===== src/rtl/mc_pkg.sv =====
// mc_pkg: shared types and constants for the multi-cycle control sequencer.
//   state_e        - sequencer FSM states
//   OP_*           - opcode values (IR[31:26])
//   *_HI / *_LO    - instruction-register field boundaries
//   sext_imm()     - sign-extends the 21-bit LI immediate to 32 bits
package mc_pkg;

  typedef enum logic [2:0] {
    StIdle,
    StFetch,
    StDecode,
    StExec,
    StWb,
    StHalt,
    StFault
  } state_e;

  localparam logic [5:0] OP_RTYPE = 6'h00;
  localparam logic [5:0] OP_LI    = 6'h01;
  localparam logic [5:0] OP_NOP   = 6'h3E;
  localparam logic [5:0] OP_HALT  = 6'h3F;

  localparam int unsigned OP_HI  = 31;
  localparam int unsigned OP_LO  = 26;
  localparam int unsigned WA_HI  = 25;
  localparam int unsigned WA_LO  = 21;
  localparam int unsigned RA1_HI = 20;
  localparam int unsigned RA1_LO = 16;
  localparam int unsigned RA2_HI = 15;
  localparam int unsigned RA2_LO = 11;
  localparam int unsigned SFT_HI = 10;
  localparam int unsigned SFT_LO = 6;
  localparam int unsigned CON_HI = 2;
  localparam int unsigned CON_LO = 0;
  localparam int unsigned IMM_HI = 20;
  localparam int unsigned IMM_LO = 0;

  function automatic logic [31:0] sext_imm(input logic [IMM_HI:IMM_LO] imm);
    return {{(31 - IMM_HI){imm[IMM_HI]}}, imm};
  endfunction

endpackage


===== src/rtl/mc_decode.sv =====
// mc_decode: purely combinational instruction decoder.
//   ir_i        - instruction register
//   is_rtype_o  - R-type ALU instruction (writes ALU result)
//   is_li_o     - load-immediate (writes sign-extended immediate)
//   is_halt_o   - HALT
//   illegal_o   - opcode not R-type, LI, NOP or HALT
//   alu_con_o   - ALU operation (IR[2:0] for R-type, else 0)
//   alu_sft_o   - shift amount (IR[10:6] for R-type, else 0)
//   imm_o       - sign-extended immediate
//   wa_o / ra1_o / ra2_o - register-file address fields
module mc_decode
  import mc_pkg::*;
(
  input  logic [31:0] ir_i,
  output logic        is_rtype_o,
  output logic        is_li_o,
  output logic        is_halt_o,
  output logic        illegal_o,
  output logic [2:0]  alu_con_o,
  output logic [4:0]  alu_sft_o,
  output logic [31:0] imm_o,
  output logic [4:0]  wa_o,
  output logic [4:0]  ra1_o,
  output logic [4:0]  ra2_o
);

  logic [5:0] opcode;
  logic       is_nop;

  always_comb begin
    opcode     = ir_i[OP_HI:OP_LO];
    is_rtype_o = (opcode == OP_RTYPE);
    is_li_o    = (opcode == OP_LI);
    is_nop     = (opcode == OP_NOP);
    is_halt_o  = (opcode == OP_HALT);
    illegal_o  = !(is_rtype_o || is_li_o || is_nop || is_halt_o);
    alu_con_o  = is_rtype_o ? ir_i[CON_HI:CON_LO] : 3'd0;
    alu_sft_o  = is_rtype_o ? ir_i[SFT_HI:SFT_LO] : 5'd0;
    imm_o      = sext_imm(ir_i[IMM_HI:IMM_LO]);
    wa_o       = ir_i[WA_HI:WA_LO];
    ra1_o      = ir_i[RA1_HI:RA1_LO];
    ra2_o      = ir_i[RA2_HI:RA2_LO];
  end

endmodule


===== src/rtl/mc_sequencer.sv =====
// mc_sequencer: multi-cycle fetch/decode/execute/write-back control sequencer.
//   clk, rst (async, active-low)
//   start                      - leaves IDLE or HALT
//   imem_req/addr/ack/rdata    - instruction fetch handshake
//   rf_ra1/ra2/wa/we/wd        - register-file control, one write per writing instruction
//   alu_con/alu_sft, alu_res   - ALU control and result
//   busy/halted/fault/retired  - status
// Every output is decoded from state or registered values; no input reaches an output
// combinationally.
module mc_sequencer
  import mc_pkg::*;
#(
  parameter int unsigned PC_W        = 5,
  parameter int unsigned ACK_TIMEOUT = 15
) (
  input  logic            clk,
  input  logic            rst,
  input  logic            start,
  output logic            imem_req,
  output logic [PC_W-1:0] imem_addr,
  input  logic            imem_ack,
  input  logic [31:0]     imem_rdata,
  output logic [4:0]      rf_ra1,
  output logic [4:0]      rf_ra2,
  output logic [4:0]      rf_wa,
  output logic            rf_we,
  output logic [31:0]     rf_wd,
  output logic [2:0]      alu_con,
  output logic [4:0]      alu_sft,
  input  logic [31:0]     alu_res,
  output logic            busy,
  output logic            halted,
  output logic            fault,
  output logic [15:0]     retired
);

  localparam int unsigned WaitW = $clog2(ACK_TIMEOUT + 1);

  state_e            state_q, state_d;
  logic [PC_W-1:0]   pc_q, pc_d;
  logic [31:0]       ir_q, ir_d;
  logic [31:0]       res_q, res_d;
  logic [WaitW-1:0]  wait_q, wait_d;
  logic [WaitW-1:0]  wait_inc;
  logic [15:0]       retired_q, retired_d;

  logic        dec_rtype, dec_li, dec_halt, dec_illegal;
  logic [2:0]  dec_con;
  logic [4:0]  dec_sft;
  logic [31:0] dec_imm;

  mc_decode u_decode (
    .ir_i       (ir_q),
    .is_rtype_o (dec_rtype),
    .is_li_o    (dec_li),
    .is_halt_o  (dec_halt),
    .illegal_o  (dec_illegal),
    .alu_con_o  (dec_con),
    .alu_sft_o  (dec_sft),
    .imm_o      (dec_imm),
    .wa_o       (rf_wa),
    .ra1_o      (rf_ra1),
    .ra2_o      (rf_ra2)
  );

  assign wait_inc = wait_q + WaitW'(1);

  always_comb begin
    state_d   = state_q;
    pc_d      = pc_q;
    ir_d      = ir_q;
    res_d     = res_q;
    wait_d    = wait_q;
    retired_d = retired_q;

    unique case (state_q)
      StIdle: begin
        if (start) begin
          wait_d  = '0;
          state_d = StFetch;
        end
      end
      StFetch: begin
        // An ack in the cycle the counter would hit the limit still wins.
        if (imem_ack) begin
          ir_d    = imem_rdata;
          wait_d  = '0;
          state_d = StDecode;
        end else begin
          wait_d = wait_inc;
          if (wait_inc == WaitW'(ACK_TIMEOUT)) begin
            state_d = StFault;
          end
        end
      end
      StDecode: begin
        if (dec_illegal) begin
          state_d = StFault;
        end else if (dec_halt) begin
          // HALT retires here; the PC advances only when the core is restarted.
          retired_d = retired_q + 16'd1;
          state_d   = StHalt;
        end else begin
          state_d = StExec;
        end
      end
      StExec: begin
        if (dec_rtype) begin
          res_d = alu_res;
        end else if (dec_li) begin
          res_d = dec_imm;
        end
        state_d = StWb;
      end
      StWb: begin
        pc_d      = pc_q + PC_W'(4);
        retired_d = retired_q + 16'd1;
        wait_d    = '0;
        state_d   = StFetch;
      end
      StHalt: begin
        if (start) begin
          pc_d    = pc_q + PC_W'(4);
          wait_d  = '0;
          state_d = StFetch;
        end
      end
      StFault: begin
        state_d = StFault;
      end
      default: begin
        state_d = StIdle;
      end
    endcase
  end

  always_ff @(posedge clk or negedge rst) begin
    if (!rst) begin
      state_q   <= StIdle;
      pc_q      <= '0;
      ir_q      <= '0;
      res_q     <= '0;
      wait_q    <= '0;
      retired_q <= '0;
    end else begin
      state_q   <= state_d;
      pc_q      <= pc_d;
      ir_q      <= ir_d;
      res_q     <= res_d;
      wait_q    <= wait_d;
      retired_q <= retired_d;
    end
  end

  always_comb begin
    imem_req  = (state_q == StFetch);
    imem_addr = pc_q;
    rf_we     = (state_q == StWb) && (dec_rtype || dec_li);
    rf_wd     = res_q;
    alu_con   = (state_q == StExec) ? dec_con : 3'd0;
    alu_sft   = (state_q == StExec) ? dec_sft : 5'd0;
    busy      = !(state_q inside {StIdle, StHalt, StFault});
    halted    = (state_q == StHalt);
    fault     = (state_q == StFault);
    retired   = retired_q;
  end

endmodule


===== config.mk =====
export PLATFORM = sky130hd
export DESIGN_NAME = mc_sequencer
export DESIGN_NICKNAME = d
export VERILOG_FILES = /design/src/rtl/mc_pkg.sv /design/src/rtl/mc_decode.sv /design/src/rtl/mc_sequencer.sv
export SDC_FILE = /design/constraint.sdc
export NUM_CORES = 1
export LEC_CHECK = 0
export CAP_MARGIN = 30
export CELL_PAD_IN_SITES_DETAIL_PLACEMENT = 0
export CELL_PAD_IN_SITES_GLOBAL_PLACEMENT = 1
export CORE_MARGIN = 5
export CORE_UTILIZATION = 34
export CTS_CLUSTER_SIZE = 28
export DETAILED_ROUTE_END_ITERATION = 8
export PLACE_DENSITY = 0.84
export SYNTH_ARGS = -nofsm -noshare
export SYNTH_HDL_FRONTEND = slang
export SYNTH_SLANG_ARGS = --single-unit

===== constraint.sdc =====
create_clock -name clk -period 3.28 [get_ports clk]
set_input_delay 0.984 -clock clk [delete_from_list [all_inputs] [get_ports clk]]
set_output_delay 0.984 -clock clk [all_outputs]
set_load 0.005 [all_outputs]

# Word-level counts from Yosys, hierarchy flattened
# Cells that the tools add are included.
# totals
register_bits	92
output_inout_bits	81
elab_cells	63
input_bits	68
# op_classes
reduce_logical	19
muxes	20
eq_ne	15
addsub	3
# op_table
cell	n
two-way mux 32 bit	2
two-way mux 16 bit	2
case mux 16 bit (2 select lines)	1
two-way mux 3 bit	7
case mux 3 bit (6 select lines)	1
adder 16 x 1 -> 16 bit, second input constant	1
two-way mux 5 bit	3
equality test 6 bit, second input constant	2
case mux 4 bit (3 select lines)	1
case mux 5 bit (2 select lines)	1
AND reduction 2 bit	5
equality test 3 bit, second input constant	3
two-way mux 4 bit	2
equality test 3 x 2 -> 1 bit, second input constant	2
equality test 6 x 1 -> 1 bit, second input constant	1
logical NOT 6 bit	1
nonzero test 2 bit	3
nonzero test 3 bit	2
adder 5 x 3 -> 5 bit, second input constant	1
adder 4 x 1 -> 4 bit, second input constant	1
equality test 4 bit, second input constant	1
!= test 2 x 1 -> 1 bit, second input constant	2
!= test 2 bit, second input constant	2
equality test 3 x 1 -> 1 bit, second input constant	1
7 further kinds	9

# Logic depth before layout (Yosys ltp)
# depth
ltp_word	6
ltp_mapped	6
ltp_nobuf	6

# By module
# Synthesis repeated with hierarchy kept, for this count alone.
# unflattened
hier_cells	418
area_unflattened_um2	4864.7
# by_module_without_submodules
module	seq_area_each_um2	cells_per_inst	instances	area_per_inst_um2
mc_sequencer	2252.2	354	1	4401.7
mc_decode	0.0	64	1	462.9

# Worst setup path after synthesis
# OpenSTA, ideal clock, no wires.
# synth_timing
path_kind	flip-flop to output port
startpoint	register ir_q[27]
endpoint	output port alu_con[0]
slack_ps	671
n_path_buf	0
required_ps	2296
arrival_time_ps	1625
stages_incl_launch_ff	5
cell_sequence	dfrtp_1 > or4_4 > nor3_4 > and3_1 > and2_1
# synth_between
elab_chain_cells	3
# synth_lines
item	line	source
start, declared	mc_sequencer.sv:41	logic [31:0] ir_q, ir_d;
start signal, assigned	mc_sequencer.sv:148	ir_q <= ir_d;
logical NOT 6 bit	mc_decode.sv:32	is_rtype_o = (opcode == OP_RTYPE);
two-way mux 3 bit	mc_decode.sv:37	alu_con_o = is_rtype_o ? ir_i[CON_HI:CON_LO] : 3'd0;
two-way mux 3 bit	mc_sequencer.sv:160	alu_con = (state_q == StExec) ? dec_con : 3'd0;
end, declared	mc_sequencer.sv:28	output logic [2:0] alu_con,
# No other way between the ends.

# Worst setup path in the final report
# layout_timing
startpoint	register ir_q[27]
endpoint	output port alu_con[2]
# The elaborated chain is that of the path after synthesis.

==> key figures <==
Status
  • Outcome: complete, no violations

Floorplanning
  • I/O pin count: 149
  • Die width: 121 µm
  • Site row count: 40
  • Core area: 12100 µm²
  • Die area: 14700 µm²
  • Die Y: 121 µm
  • Effective utilization at floorplan: 0.349

Synth
  • Cell variety after synth: 45
  • Most used DFF post-synth: dfrtp_1
  • Area leader, netlist: dfrtp_1
  • Synth top area share: 0.535
  • Share of flip-flops with an asynchronous set or reset: 1.00
  • Syn avg cell area: 11.2 µm²
  • Synth area leaders: dfrtp_1 (54%), mux2_2 (8.8%), mux2i_1 (4.8%)
  • Cell count after synthesis: 377
  • Number of synthesized flops with an enable pin: 0
  • Most common cell in the netlist: dfrtp_1
  • Ys Warns: 0
  • Yosys reg bits: 90
  • Post-synthesis sequential area ratio: 0.535
  • Synth cell count leaders: dfrtp_1 (90), nand2_1 (41), mux2_2 (33), mux2i_1 (20), o21ai_1 (20)
  • Synthesized area: 4210 µm²

Worst setup path
  • CP Data Arrival Time: 2210 ps
  • Worst r2r src: state_q[0]$_DFFE_PN0P_
  • Critical-path maximum fanout: 3
  • CP Class: register to output pin
  • Worst EP required: 2300 ps
  • Cells on worst reg2reg path: 5
  • CP endpoint kind: output pin
  • R2R Setup Slk: 1140 ps
  • Critical path startpoint category: register
  • Critical R2R Capture: ir_q[24]$_DFFE_PN0P_

STA
  • Final setup violating endpoints: 0
  • Fin Hold WS: 468 ps
  • RSZ-0062 raised after global routing: no
  • Final worst-path cycle share: 0.974
  • Final max-slew violation count: 0
  • Final min period: 3200 ps
  • Fmax: 0.313 GHz
  • Max transition margin: 0.521
  • Worst-Margin Slew: 718 ps
  • Layout Skew: 5.75 ps
  • Final TNS setup: 0 ps
  • Fin. Hold Viols: 0

Detailed routing
  • Routed wire length: 10.6 mm
  • 1st-pass router iterations: 4
  • Wire per inst: 15.5 µm
  • Routed Antenna Nets: 0
  • Vias after detailed routing: 3210
  • DRC viols: 0
  • DRT iter0 DRCs: 148
  • Vias/cell: 4.71

Power
  • Leak Pwr: 2.61 nW
  • Clk pwr share: 0.216
  • Internal power: 0.00331 W
  • Sw power: 0.00146 W
  • Power per cell area: 787 nW/µm²
  • Sw frac: 0.306
  • Comb pwr share: 0.384
  • Seq pwr share: 0.400
  • IR drop worst, VDD: 0.396 mV
  • Total power: 0.00476 W

Global route
  • Vias in the first global route: 3375
  • Gr ovfl total: 0
  • Pin count of the biggest net entering global routing: 65
  • First-pass GRT wire length: 17.2 mm
  • Total track usage: 0.147
  • Antenna violations before repair: 0

Clock network
  • CTS sink cnt: 90
  • CTS tree: done
  • Skew-Pair Late Insertion Delay: 340 ps
  • CTS root buffer: clkbuf_16
  • Depth of the CTS H-tree: 3
  • Cts hold-fix bufs: 0
  • CTS Buf Count: 9
  • Reg clk slew, reported paths: 60 ps
  • Max clock buf depth: 2

Job
  • MaxCap Viol Count: 0

Layout
  • Fin cells: 682
  • Sequential cell area: 2250 µm²
  • Fillers: 1123
  • Layout cells sized above 1: 0.134
  • P&R area growth vs syn: 43.9%
  • Multi-input gate area: 1740 µm²
  • # diodes: 0
  • NumNets Final: 583

Place
  • GP Congestion: 0.807
  • HPWL Detailed: 7.54 mm
  • Port Buffers: 146
  • Cells after DPL: 661

Worst hold path
  • HP Start: imem_addr[4]$_DFFE_PN0P_
  • HP Class: register to register
  • Hold Path End: imem_addr[4]$_DFFE_PN0P_
  • Hold path cells: 1
[worst max path at each step]
stage                                    start          to  depth (start not counted)
after floorplan           ir_q[27]$_DFFE_PN0P_  alu_con[0]                          4
after global placement    ir_q[27]$_DFFE_PN0P_  alu_con[0]                          5
after detailed placement  ir_q[27]$_DFFE_PN0P_  alu_con[2]                          5
after CTS                 ir_q[27]$_DFFE_PN0P_  alu_con[2]                          7
after global routing      ir_q[27]$_DFFE_PN0P_  alu_sft[0]                          7
final                     ir_q[27]$_DFFE_PN0P_  alu_con[2]                          7
[cells in the final DEF, fill, tap and decap left out, drive strengths merged, types with 2 or more instances in the layout]
cell type | netlist | layout
nor4b | 2 | 2
clkbuf | 11 | 12
nand3 | 6 | 6
mux2 | 34 | 34
clkdlybuf4s50 | 0 | 136
nand3b | 3 | 3
inv | 3 | 3
nor2b | 3 | 3
nand4 | 2 | 2
nor2 | 8 | 8
o211ai | 2 | 2
buf | 25 | 13
xor2 | 16 | 16
and2 | 10 | 10
ha | 4 | 4
conb | 1 | 2
nor3 | 7 | 7
and3 | 3 | 3
dlygate4sd2 | 0 | 9
xnor2 | 2 | 2
nand2b | 5 | 5
nor3b | 3 | 3
nor4 | 5 | 5
a21oi | 16 | 16
dfrtp | 90 | 90
or2 | 3 | 3
nand2 | 41 | 41
mux2i | 20 | 20
o21ai | 39 | 39
[critical path, cell delays in order, from the launching register on]
cell and delay [ps]:
dfrtp_1 380, or4_4 560, nor3_4 140, and3_4 210
buf_4 120, buf_4 100, and2_1 120, dlygate4sd2_1 250
[sequential cells by signal, indices dropped and copies added, names as in the netlist]
register	cells
retired	16
wait_q	4
rf_wd	32
ir_q	32
imem_addr	3
state_q	3
[power by group through the flow]
stage,Sequential (W),Clock (W),Combinational [W]
after floorplan,0.00185,0,0.00101
after global placement,0.00192,0,0.00180
after CTS,0.00191,0.00107,0.00186
after detailed placement,0.00194,0,0.00184
final,0.00191,0.00103,0.00183
after global routing,0.00198,0.00111,0.00202
[per-stage QoR]
| stage | cell area, µm² | utilization | worst slack, ps |
|---|---|---|---|
| 2_1_floorplan | 4210 | - | 671 |
| 3_3_place_gp | 5720 | 0.474 | 168 |
| 3_5_place_dp | 5720 | 0.474 | 105 |
| 4_1_cts | 6040 | 0.501 | 35.7 |
| 5_1_grt | 6060 | 0.502 | 3.43 |
| 6_report | 6060 | 0.502 | 83.8 |
[cells by family after synthesis]
group,after synthesis,synth area share
other,1,0.000891
AO/OA/AOI/OAI,65,0.0865
XOR/XNOR,18,0.0375
multiplexers,54,0.139
adder cells (fa/ha/maj),4,0.0119
buffers and inverters,39,0.0553
AND/OR/NAND/NOR,106,0.134
flip-flops,90,0.535
[metal layers]
metal,vias to the layer above,global-route usage,share of wire
met2,101,0.232,0.47
met5,-,0,0
met3,16,0.0396,0.067
met4,0,0.0553,0.017
li1,1559,-,-
met1,1534,0.192,0.44
[what timing repair did]
item / CTS / global route
resized for setup: 11 / 0
setup endpoints to repair: 9 / 2
endpoints found under the hold margin: 0 / 0
buffers inserted: 5 / 2
[area by class of cell]
class                      instances  area share
timing repair buffer             158       0.256
clock buffer                      12      0.0424
sequential                        90       0.372
inverter                           3     0.00186
clock inverter                     2     0.00620
multi-input combinational        249       0.287
tap                              168      0.0347
Note: power is estimated with default switching activity, not from simulation.
==> patch (same settings) <==
Set the parameter `ACK_TIMEOUT` to 16 (it was 15).
--- a/src/rtl/mc_sequencer.sv
+++ b/src/rtl/mc_sequencer.sv
@@ -12,5 +12,5 @@
 #(
   parameter int unsigned PC_W        = 5,
-  parameter int unsigned ACK_TIMEOUT = 15
+  parameter int unsigned ACK_TIMEOUT = 16
 ) (
   input  logic            clk,
Behaviour: no difference found for any inputs over 10 cycles, from zero or initial values and one cycle with rst low; that may be too few to reach the edited logic, so the function may still have changed.
==> patch against the unedited design <==
Worst setup slack gained 0.036 ns. Fmax is 1.2% higher. Design area grew 1.3%. Area after synthesis rose by 4.2%. Total power is 6.5% higher. Sequential cell count is 1 higher. Via count grew 1.3%. Final cell count is 0.29% higher. Combinational power rose by 16%. Wire length grew 3.7%. Critical path type unchanged.
==> patch: results (changes against the unedited design) <==
Status
  • Outcome: finished clean

Placement
  • RePlAce Congestion: 0.795 (-1.5%)
  • Dpl hpwl: 8.14 mm (+7.9%)

Clock network
  • Post-CTS Setup Repair Bufs: 0 (-5)

Pwr
  • Static leakage: 0.00253 µW (-2.8%)
  • Peak supply drop: 0.389 mV (-1.9%)

Setup path
  • R2R setup slack: 1.33 ns (+0.19 ns)
  • WP data arrival: 2.18 ns (-0.03 ns)
  • Worst R2R Start: ir_q[26]
  • Cell count of the worst reg-to-reg path: 6 (+1)
  • Slowest stage delay, CP: 0.52 ns (-0.04 ns)
  • Worst path slowest cell: clkdlybuf4s50_1

Global routing
  • First-pass GRT wire length: 17.9 mm (+3.7%)
  • Global routing met2 resource utilization: 0.255 (+0.0228)
  • Total Routing Usage GR: 0.151 (+0.00397)
  • Met3 usage: 0.0467 (+0.00703)
  • Met1 Usage GRT: 0.181 (-0.0107)

Synthesis
  • Netlist cell types: 48 (+6.7%)
  • Area contributors post-synth: dfrtp_1 52%, mux2_1 7.7%, mux2i_1 4.6%
  • Sequential share of the synthesized area: 0.519 (-0.0157)

STA
  • Slew margin rel.: 0.427 (-0.0942)
  • Min Hold Slack: 0.465 ns (-0.00383 ns)

Finish
  • Number of fillers in the final layout: 1188 (+5.8%)
  • Layout cells sized above 1: 0.109 (-0.0249)

Drt
  • DR vias: 3253 (+1.3%)
  • DRT iter0 DRCs: 129 (-13%)
patch: layout make-up:
type,count,share of cell area
clock inverters,4,0.00857
flip-flops and latches,91,0.372
clock buffers,11,0.0379
repair buffers,152,0.249
well taps,172,0.0351
inverters,5,0.00306
multi-input cells,249,0.295
patch: power breakdown:
part           internal (µW)  switching, µW  leakage [µW]
combinational           1230            891       0.00134
clock                    589            420      0.000140
sequential              1590            358       0.00106
patch: what timing repair did:
item / 4_1_cts / 5_1_grt
gates resized for setup: 1 / 4
endpoints found under the setup margin: 8 / 8
hold buffers: 0 / 0
patch: per-stage QoR:
step	setup WS [ns]	area, µm²	utilization	std cells	power (µW)
6_report	0.120	6130	0.486	684	5080
2_1_floorplan	1.08	4390	-	382	3160
3_5_place_dp	0.319	5840	0.463	669	4120
5_1_grt	0.0103	6130	0.486	684	5430
4_1_cts	0.0252	6120	0.485	684	5150
3_3_place_gp	0.340	5840	0.463	669	4040
patch: kinds of logic after synthesis:
kind of cell / synth area share
XOR/XNOR: 0.0417
other: 0.000855
buffers and inverters: 0.0736
multiplexers: 0.130
AND/OR/NAND/NOR: 0.127
adder cells (fa/ha/maj): 0.00856
flip-flops: 0.519
AO/OA/AOI/OAI: 0.0985
patch: routing by layer:
layer | up-vias | routed length (µm)
met5 | - | 0
met4 | 0 | 257
met3 | 15 | 683
met2 | 93 | 5270
met1 | 1597 | 4750
li1 | 1548 | -
patch: worst max-delay path by stage:
stage / to / slack [ns]
5_1_grt: alu_sft[4] / 0.01
6_report: alu_sft[4] / 0.12
2_1_floorplan: alu_con[0] / 1.08
4_1_cts: alu_sft[4] / 0.03
3_5_place_dp: alu_sft[4] / 0.32
3_3_place_gp: alu_sft[4] / 0.34
